`src/rtl/float_rounder_pkg.sv`:
```
// float_rounder_pkg: shared types and window-limit helpers
// for the multi-channel float rounder.
package float_rounder_pkg;

    typedef enum logic [1:0] {
        RND_TRUNC      = 2'd0,
        RND_HALF_UP    = 2'd1,
        RND_CONVERGENT = 2'd2
    } round_mode_t;

    // Largest value representable in an ow-bit output window.
    function automatic longint win_max(input int ow, input bit sgn);
        if (sgn)
            return (64'sd1 <<< (ow - 1)) - 64'sd1;
        return (64'sd1 <<< ow) - 64'sd1;
    endfunction

    // Smallest value representable in an ow-bit output window.
    function automatic longint win_min(input int ow, input bit sgn);
        if (sgn)
            return -(64'sd1 <<< (ow - 1));
        return 64'sd0;
    endfunction

endpackage

```
`src/rtl/float_rounder_lane.sv`:
```
// float_rounder_lane: one channel of rounding, range check
// and overflow flagging, pipelined behind a raw-sample register.
module float_rounder_lane
    import float_rounder_pkg::*;
#(
    parameter int IWIDTH     = 16,
    parameter int OWIDTH     = 8,
    parameter int PIPELINE   = 3,
    parameter int SATURATE   = 1,
    parameter bit SIGNED_REP = 1'b1,
    parameter int SW         = 4
) (
    input  logic              clk_i,
    input  logic              rst_ni,
    input  logic              en_i,
    input  logic [1:0]        mode_i,
    input  logic [SW-1:0]     shift_i,
    input  logic [IWIDTH-1:0] data_i,
    output logic [OWIDTH-1:0] data_o,
    output logic              ovf_o
);

    // Two guard bits so the rounding carry survives to the range check.
    localparam int RW = IWIDTH + 2;
    localparam int NS = PIPELINE - 1;
    localparam logic signed [RW-1:0] MAXV = RW'(win_max(OWIDTH, SIGNED_REP));
    localparam logic signed [RW-1:0] MINV = RW'(win_min(OWIDTH, SIGNED_REP));

    logic [IWIDTH-1:0]    x_q;
    logic signed [RW-1:0] xe;
    logic signed [RW-1:0] fl;
    logic signed [RW-1:0] rr;
    logic [RW-1:0]        frac;
    logic [RW-1:0]        half;
    logic [RW-1:0]        mask;
    logic                 inc;
    logic [OWIDTH-1:0]    res_d;
    logic                 ovf_d;
    logic [OWIDTH-1:0]    dat_q [NS];
    logic [NS-1:0]        ovf_q;

    // Stage 1: capture the raw sample alongside the shared mode/shift.
    always_ff @(posedge clk_i or negedge rst_ni) begin
        if (!rst_ni)
            x_q <= '0;
        else if (en_i)
            x_q <= data_i;
    end

    // Round the stage-1 sample, then range check and clamp or wrap.
    always_comb begin
        xe   = {{2{SIGNED_REP & x_q[IWIDTH-1]}}, x_q};
        mask = (RW'(1) << shift_i) - RW'(1);
        half = (shift_i == '0) ? '0 : (RW'(1) << (shift_i - SW'(1)));
        fl   = xe >>> shift_i;
        frac = xe & mask;
        inc  = 1'b0;
        if (shift_i != '0) begin
            case (mode_i)
                RND_TRUNC:      inc = 1'b0;
                RND_CONVERGENT: inc = (frac > half) ||
                                      ((frac == half) && fl[0]);
                default:        inc = (frac >= half);
            endcase
        end
        rr    = fl + $signed({{(RW-1){1'b0}}, inc});
        ovf_d = (rr > MAXV) || (rr < MINV);
        res_d = rr[OWIDTH-1:0];
        if (ovf_d && (SATURATE != 0))
            res_d = (rr > MAXV) ? MAXV[OWIDTH-1:0] : MINV[OWIDTH-1:0];
    end

    // Carry the result and its flag through the remaining stages.
    always_ff @(posedge clk_i or negedge rst_ni) begin
        if (!rst_ni) begin
            for (int i = 0; i < NS; i++)
                dat_q[i] <= '0;
            ovf_q <= '0;
        end else if (en_i) begin
            dat_q[0] <= res_d;
            ovf_q[0] <= ovf_d;
            for (int i = 1; i < NS; i++) begin
                dat_q[i] <= dat_q[i-1];
                ovf_q[i] <= ovf_q[i-1];
            end
        end
    end

    assign data_o = dat_q[NS-1];
    assign ovf_o  = ovf_q[NS-1];

endmodule

```
`src/rtl/float_rounder_mc.sv`:
```
// float_rounder_mc: multi-channel window select and rounding with
// saturation/wrap, per-sample and sticky overflow, valid pipeline.
module float_rounder_mc
    import float_rounder_pkg::*;
#(
    parameter int    IWIDTH   = 16,
    parameter int    OWIDTH   = 8,
    parameter int    CHANNELS = 4,
    parameter string SIGNREP  = "SIGNED",
    parameter int    PIPELINE = 3,
    parameter int    SATURATE = 1
) (
    input  logic                                 rst,
    input  logic                                 clk,
    input  logic                                 clkena,
    input  logic [1:0]                           mode,
    input  logic [$clog2(IWIDTH-OWIDTH+1)-1:0]   offset,
    input  logic                                 ovf_clr,
    input  logic                                 i_valid,
    input  logic [CHANNELS*IWIDTH-1:0]           i_data,
    output logic                                 o_valid,
    output logic [CHANNELS*OWIDTH-1:0]           o_data,
    output logic [CHANNELS-1:0]                  o_ovf,
    output logic [CHANNELS-1:0]                  ovf_sticky
);

    localparam int            SW        = $clog2(IWIDTH-OWIDTH+1);
    localparam logic [SW-1:0] MAXK      = SW'(IWIDTH-OWIDTH);
    localparam bit            IS_SIGNED = (SIGNREP == "SIGNED");

    logic [1:0]          mode_q;
    logic [SW-1:0]       shift_d;
    logic [SW-1:0]       shift_q;
    logic [PIPELINE-1:0] vld_q;
    logic [CHANNELS-1:0] sticky_d;
    logic [CHANNELS-1:0] sticky_q;

    // Clamp the offset and turn it into a discarded-LSB count.
    always_comb begin
        shift_d = (offset > MAXK) ? '0 : (MAXK - offset);
    end

    // Stage-1 control registers shared by all lanes, plus valid chain.
    always_ff @(posedge clk or negedge rst) begin
        if (!rst) begin
            mode_q  <= '0;
            shift_q <= '0;
            vld_q   <= '0;
        end else if (clkena) begin
            mode_q  <= mode;
            shift_q <= shift_d;
            vld_q   <= {vld_q[PIPELINE-2:0], i_valid};
        end
    end

    for (genvar c = 0; c < CHANNELS; c++) begin : g_lane
        float_rounder_lane #(
            .IWIDTH    (IWIDTH),
            .OWIDTH    (OWIDTH),
            .PIPELINE  (PIPELINE),
            .SATURATE  (SATURATE),
            .SIGNED_REP(IS_SIGNED),
            .SW        (SW)
        ) u_lane (
            .clk_i  (clk),
            .rst_ni (rst),
            .en_i   (clkena),
            .mode_i (mode_q),
            .shift_i(shift_q),
            .data_i (i_data[c*IWIDTH +: IWIDTH]),
            .data_o (o_data[c*OWIDTH +: OWIDTH]),
            .ovf_o  (o_ovf[c])
        );
    end

    assign o_valid = vld_q[PIPELINE-1];

    // Clear ignores the enable; a set on the same edge beats it.
    always_comb begin
        sticky_d = ovf_clr ? '0 : sticky_q;
        if (clkena && o_valid)
            sticky_d = sticky_d | o_ovf;
    end

    // Sticky overflow register.
    always_ff @(posedge clk or negedge rst) begin
        if (!rst)
            sticky_q <= '0;
        else
            sticky_q <= sticky_d;
    end

    assign ovf_sticky = sticky_q;

endmodule

```
`config.mk`:
```
export PLATFORM = sky130hd
export DESIGN_NAME = float_rounder_mc
export DESIGN_NICKNAME = d
export VERILOG_FILES = /design/src/rtl/float_rounder_pkg.sv /design/src/rtl/float_rounder_lane.sv /design/src/rtl/float_rounder_mc.sv
export SDC_FILE = /design/constraint.sdc
export NUM_CORES = 1
export LEC_CHECK = 0
export CORE_MARGIN = 2
export CORE_UTILIZATION = 45
export CTS_CLUSTER_DIAMETER = 200
export DETAILED_ROUTE_END_ITERATION = 7
export MAX_ROUTING_LAYER = met4
export SLEW_MARGIN = 20
export SYNTH_ARGS = -nofsm -noshare
export SYNTH_HDL_FRONTEND = slang
export SYNTH_SLANG_ARGS = --single-unit
```
`constraint.sdc`:
```
create_clock -name clk -period 9.2 [get_ports clk]
set_clock_uncertainty 0.15 [all_clocks]
set_input_delay 1.38 -clock clk [delete_from_list [all_inputs] [get_ports clk]]
set_output_delay 1.38 -clock clk [all_outputs]
set_load 0.1 [all_outputs]
```
==> metrics.txt <==
outcome finished, final reports clean; CTS root buffer clkbuf_16; Total Power 3.07 mW; initial drt markers 941; most frequent CP cell o21a_1; vias in the first global route 11,600; ys flop type dfrtp_1; largest net degree at the start of global routing 90; multi-input logic area 0.00899 mm^2; number of buffers and inverters on the critical path 1; vias per cell 6.34; cell area after layout 0.0153 mm^2; maximum buffer depth of the clock tree 2; Clk pwr share 0.237; Placement Setup Slack 1.60 ns; min cycle time layout 7.84 ns; GR Overflow Total 0; worst-path fanout max 36; Int Power 1.73 mW; cts hold-fix bufs 0; simple logic cell fraction of the synthesized area 0.171; Pre-antenna DRT Iters 5; DP Area 0.0146 mm^2; Core Area 0.0297 mm^2; compound-cell area share of the yosys netlist 0.187; fin crit share 0.853; Leak Pwr 6.04 nW; H-tree levels 4; Post-Synth Adder-Cell Area 0.0680; Chip Width 178 um; Skew-Pair Late Insertion Delay 0.46 ns; die area 0.0317 mm^2; crit-path cells or2_2 -> nor2_1 -> clkinv_1 -> ha_1 -> xor2_1 -> nor2b_1 -> ha_1 -> o21a_1 -> o21a_1 -> o21a_1 -> o21a_1 -> o21bai_1 -> a21oi_1 -> o311ai_0 -> a31oi_1 -> ha_1 -> nor4b_1 -> o211ai_1 -> nor3_1 -> nand4b_1 -> o311ai_0 -> a31oi_1 -> o22ai_1; multiplexer share of the synthesized area 0.210; switch share 0.436; Net Sw Power 1.34 mW; I/O Buffers 115; CP Class flop to flop; worst slew pin tran 0.976 ns; Post-synth EDFFs 0; Comb pwr share 0.476; synthesized area per cell 9.53 um^2; WL final 42,800 um; flops & latches, synth 149; die extent in y 178 um; Crit path required time 9.35 ns; Starting Density 0.458; max_cap viols 0; dpl cells 1,825; first-pass GRT wire length 67,600 um; hold slack 0.339 ns; WP data arrival 8.00 ns; f_max 127 MHz; # setup viols final 0; fin cells 1,858; routed len/inst 23.0 um; CTS tree yes; VDD IR max 0.127 mV; CP max stage cell o211ai_1; Layout Utilization 0.514; gpl congestion 0.979; post-cts sizing count 0; Yosys cell types 107; final hold vios 0; DRC viols 0; Mapped Cells 1,429; CTS Buf Count 17; largest family of logic cells by synthesized area multiplexers; GRT Util Overall 0.289; Async SR Flop Fraction 1.00; final net count 1,603; Mapped Area 0.0136 mm^2; crit-path max cell delay 0.66 ns; Pins Over Slew Limit 0; crit-path leading delay family compound AO/OA/AOI/OAI gates; HPWL Detailed 31,300 um; Synth Area in XOR/XNOR 0.0219; Worst Setup Start Kind flop; clk sinks 149; routed vias 11,800; Seq/Total Area, Yosys 0.274; post-CTS setup repair buffer count 0; Max-slew headroom 0.347; fin worst setup slack 1.36 ns; setup_tns 0 ns; Fillers 2,720; Final ANT Viol Nets 0; power share of the sequential group 0.287; I/O pin count 116; register area 0.00374 mm^2; row cnt 63; min-delay worst type flop to flop; Power per Cell Area 201 mW/mm^2; Reg2Reg Setup Slack 1.36 ns; yosys warns 0; share of layout cells above drive strength 1 0.174; Crit. End Element flop; RSZ-0062 raised after global routing no; synth-to-layout area growth 12.1%; initial antenna violation count 0; clk slew on worst S/H paths 0.07 ns
[worst reg2reg max path, delay by kind of cell, from the launching register on]
kind	cells	cell delay, ns
compound gates	12	3.16
fa+ha+maj	3	1.07
xor+xnor	1	0.49
flops	1	0.65
simple gates	6	1.75
buf+inv	1	0.40
[final timing paths]
path / from / to / depth (start not counted)
max in group asynchronous: rst / g_lane[0].u_lane.dat_q[11] / 2
setup reg to reg: shift_q[3] / g_lane[0].u_lane.dat_q[12] / 23
hold / removal: g_lane[1].u_lane.dat_q[15] / g_lane[1].u_lane.dat_q[15] / 2
hold reg to reg: g_lane[1].u_lane.dat_q[15] / g_lane[1].u_lane.dat_q[15] / 2
setup / recovery: shift_q[3] / g_lane[0].u_lane.dat_q[12] / 23
min in group asynchronous: rst / g_lane[1].u_lane.x_q[1] / 1
[cells in the final DEF (no fill, tap or decap), types with 7 or more instances in the layout]
cell               n
mux2i_1           66
mux4_2            28
xor2_1            15
o21a_1            17
inv_1             39
nand4_1           18
o211ai_1          21
and2_1            34
o221ai_1          19
nor4_1             7
buf_4             16
dfrtp_1          145
or2_2             11
a22oi_1            8
clkbuf_16         17
clkdlybuf4s50_1  113
nand2b_1          21
and3_1            19
or3_1             11
a21oi_1           44
nand3_1           43
a21o_1            16
xnor2_1           19
ha_1              74
o22ai_1           31
a211oi_1          11
nor3_1            23
conb_1             8
a31oi_1           12
o21ai_0           61
nor2b_1           27
nor2_1            53
nand2_1          107
mux2_2           126
[cell type report]
cell class              count  area share
well taps                 390      0.0320
diodes                      1    0.000164
clock buffers              21      0.0302
inverters                  43      0.0106
flip-flops and latches    149       0.245
clock inverters            11     0.00984
multi-input cells        1112       0.589
repair buffers            131      0.0835
[logic make-up (layout without fill, tap and decap cells)]
logic type | count (synthesis) | after routing
compound gates | 343 | 343
flops | 149 | 149
xor+xnor | 34 | 34
mux | 230 | 230
simple gates | 423 | 423
fa+ha+maj | 74 | 74
other cells | 2 | 9
buf+inv | 174 | 206
[flip-flops by register name (all words and copies together) (netlist names)]
register / flops
ovf_sticky: 4
vld_q: 3
shift_q: 4
g_lane.u_lane.data_o: 32
g_lane.u_lane.dat_q: 32
g_lane.u_lane.ovf_q: 8
g_lane.u_lane.x_q: 64
mode_q: 2
[cells in the mapped netlist, types with 39 or more instances]
cell / number / area [um^2]
dfrtp_1: 149 / 3730
mux2_2: 126 / 1420
nand2_1: 107 / 402
ha_1: 74 / 926
mux2i_1: 66 / 661
o21ai_0: 61 / 305
clkbuf_1: 55 / 206
nor2_1: 54 / 203
a21oi_1: 44 / 220
buf_4: 44 / 330
nand3_1: 43 / 215
inv_1: 39 / 146
[routing by layer]
| metal | track usage | wire (um) | vias to the layer above |
|---|---|---|---|
| li1 | - | - | 5405 |
| met1 | 0.375 | 18600 | 5786 |
| met2 | 0.444 | 19800 | 487 |
| met3 | 0.0478 | 2830 | 95 |
| met4 | 0.123 | 1540 | 0 |
| met5 | - | 0 | - |
[power groups by stage]
stage / Combinational [mW] / Clock, mW / Sequential [mW]
6_report: 1.46 / 0.728 / 0.883
5_1_grt: 1.57 / 0.776 / 0.897
4_1_cts: 1.45 / 0.750 / 0.882
3_5_place_dp: 1.44 / 0 / 0.893
3_3_place_gp: 1.44 / 0 / 0.890
2_1_floorplan: 1.14 / 0 / 0.856
(Power assumes the default switching activity.)
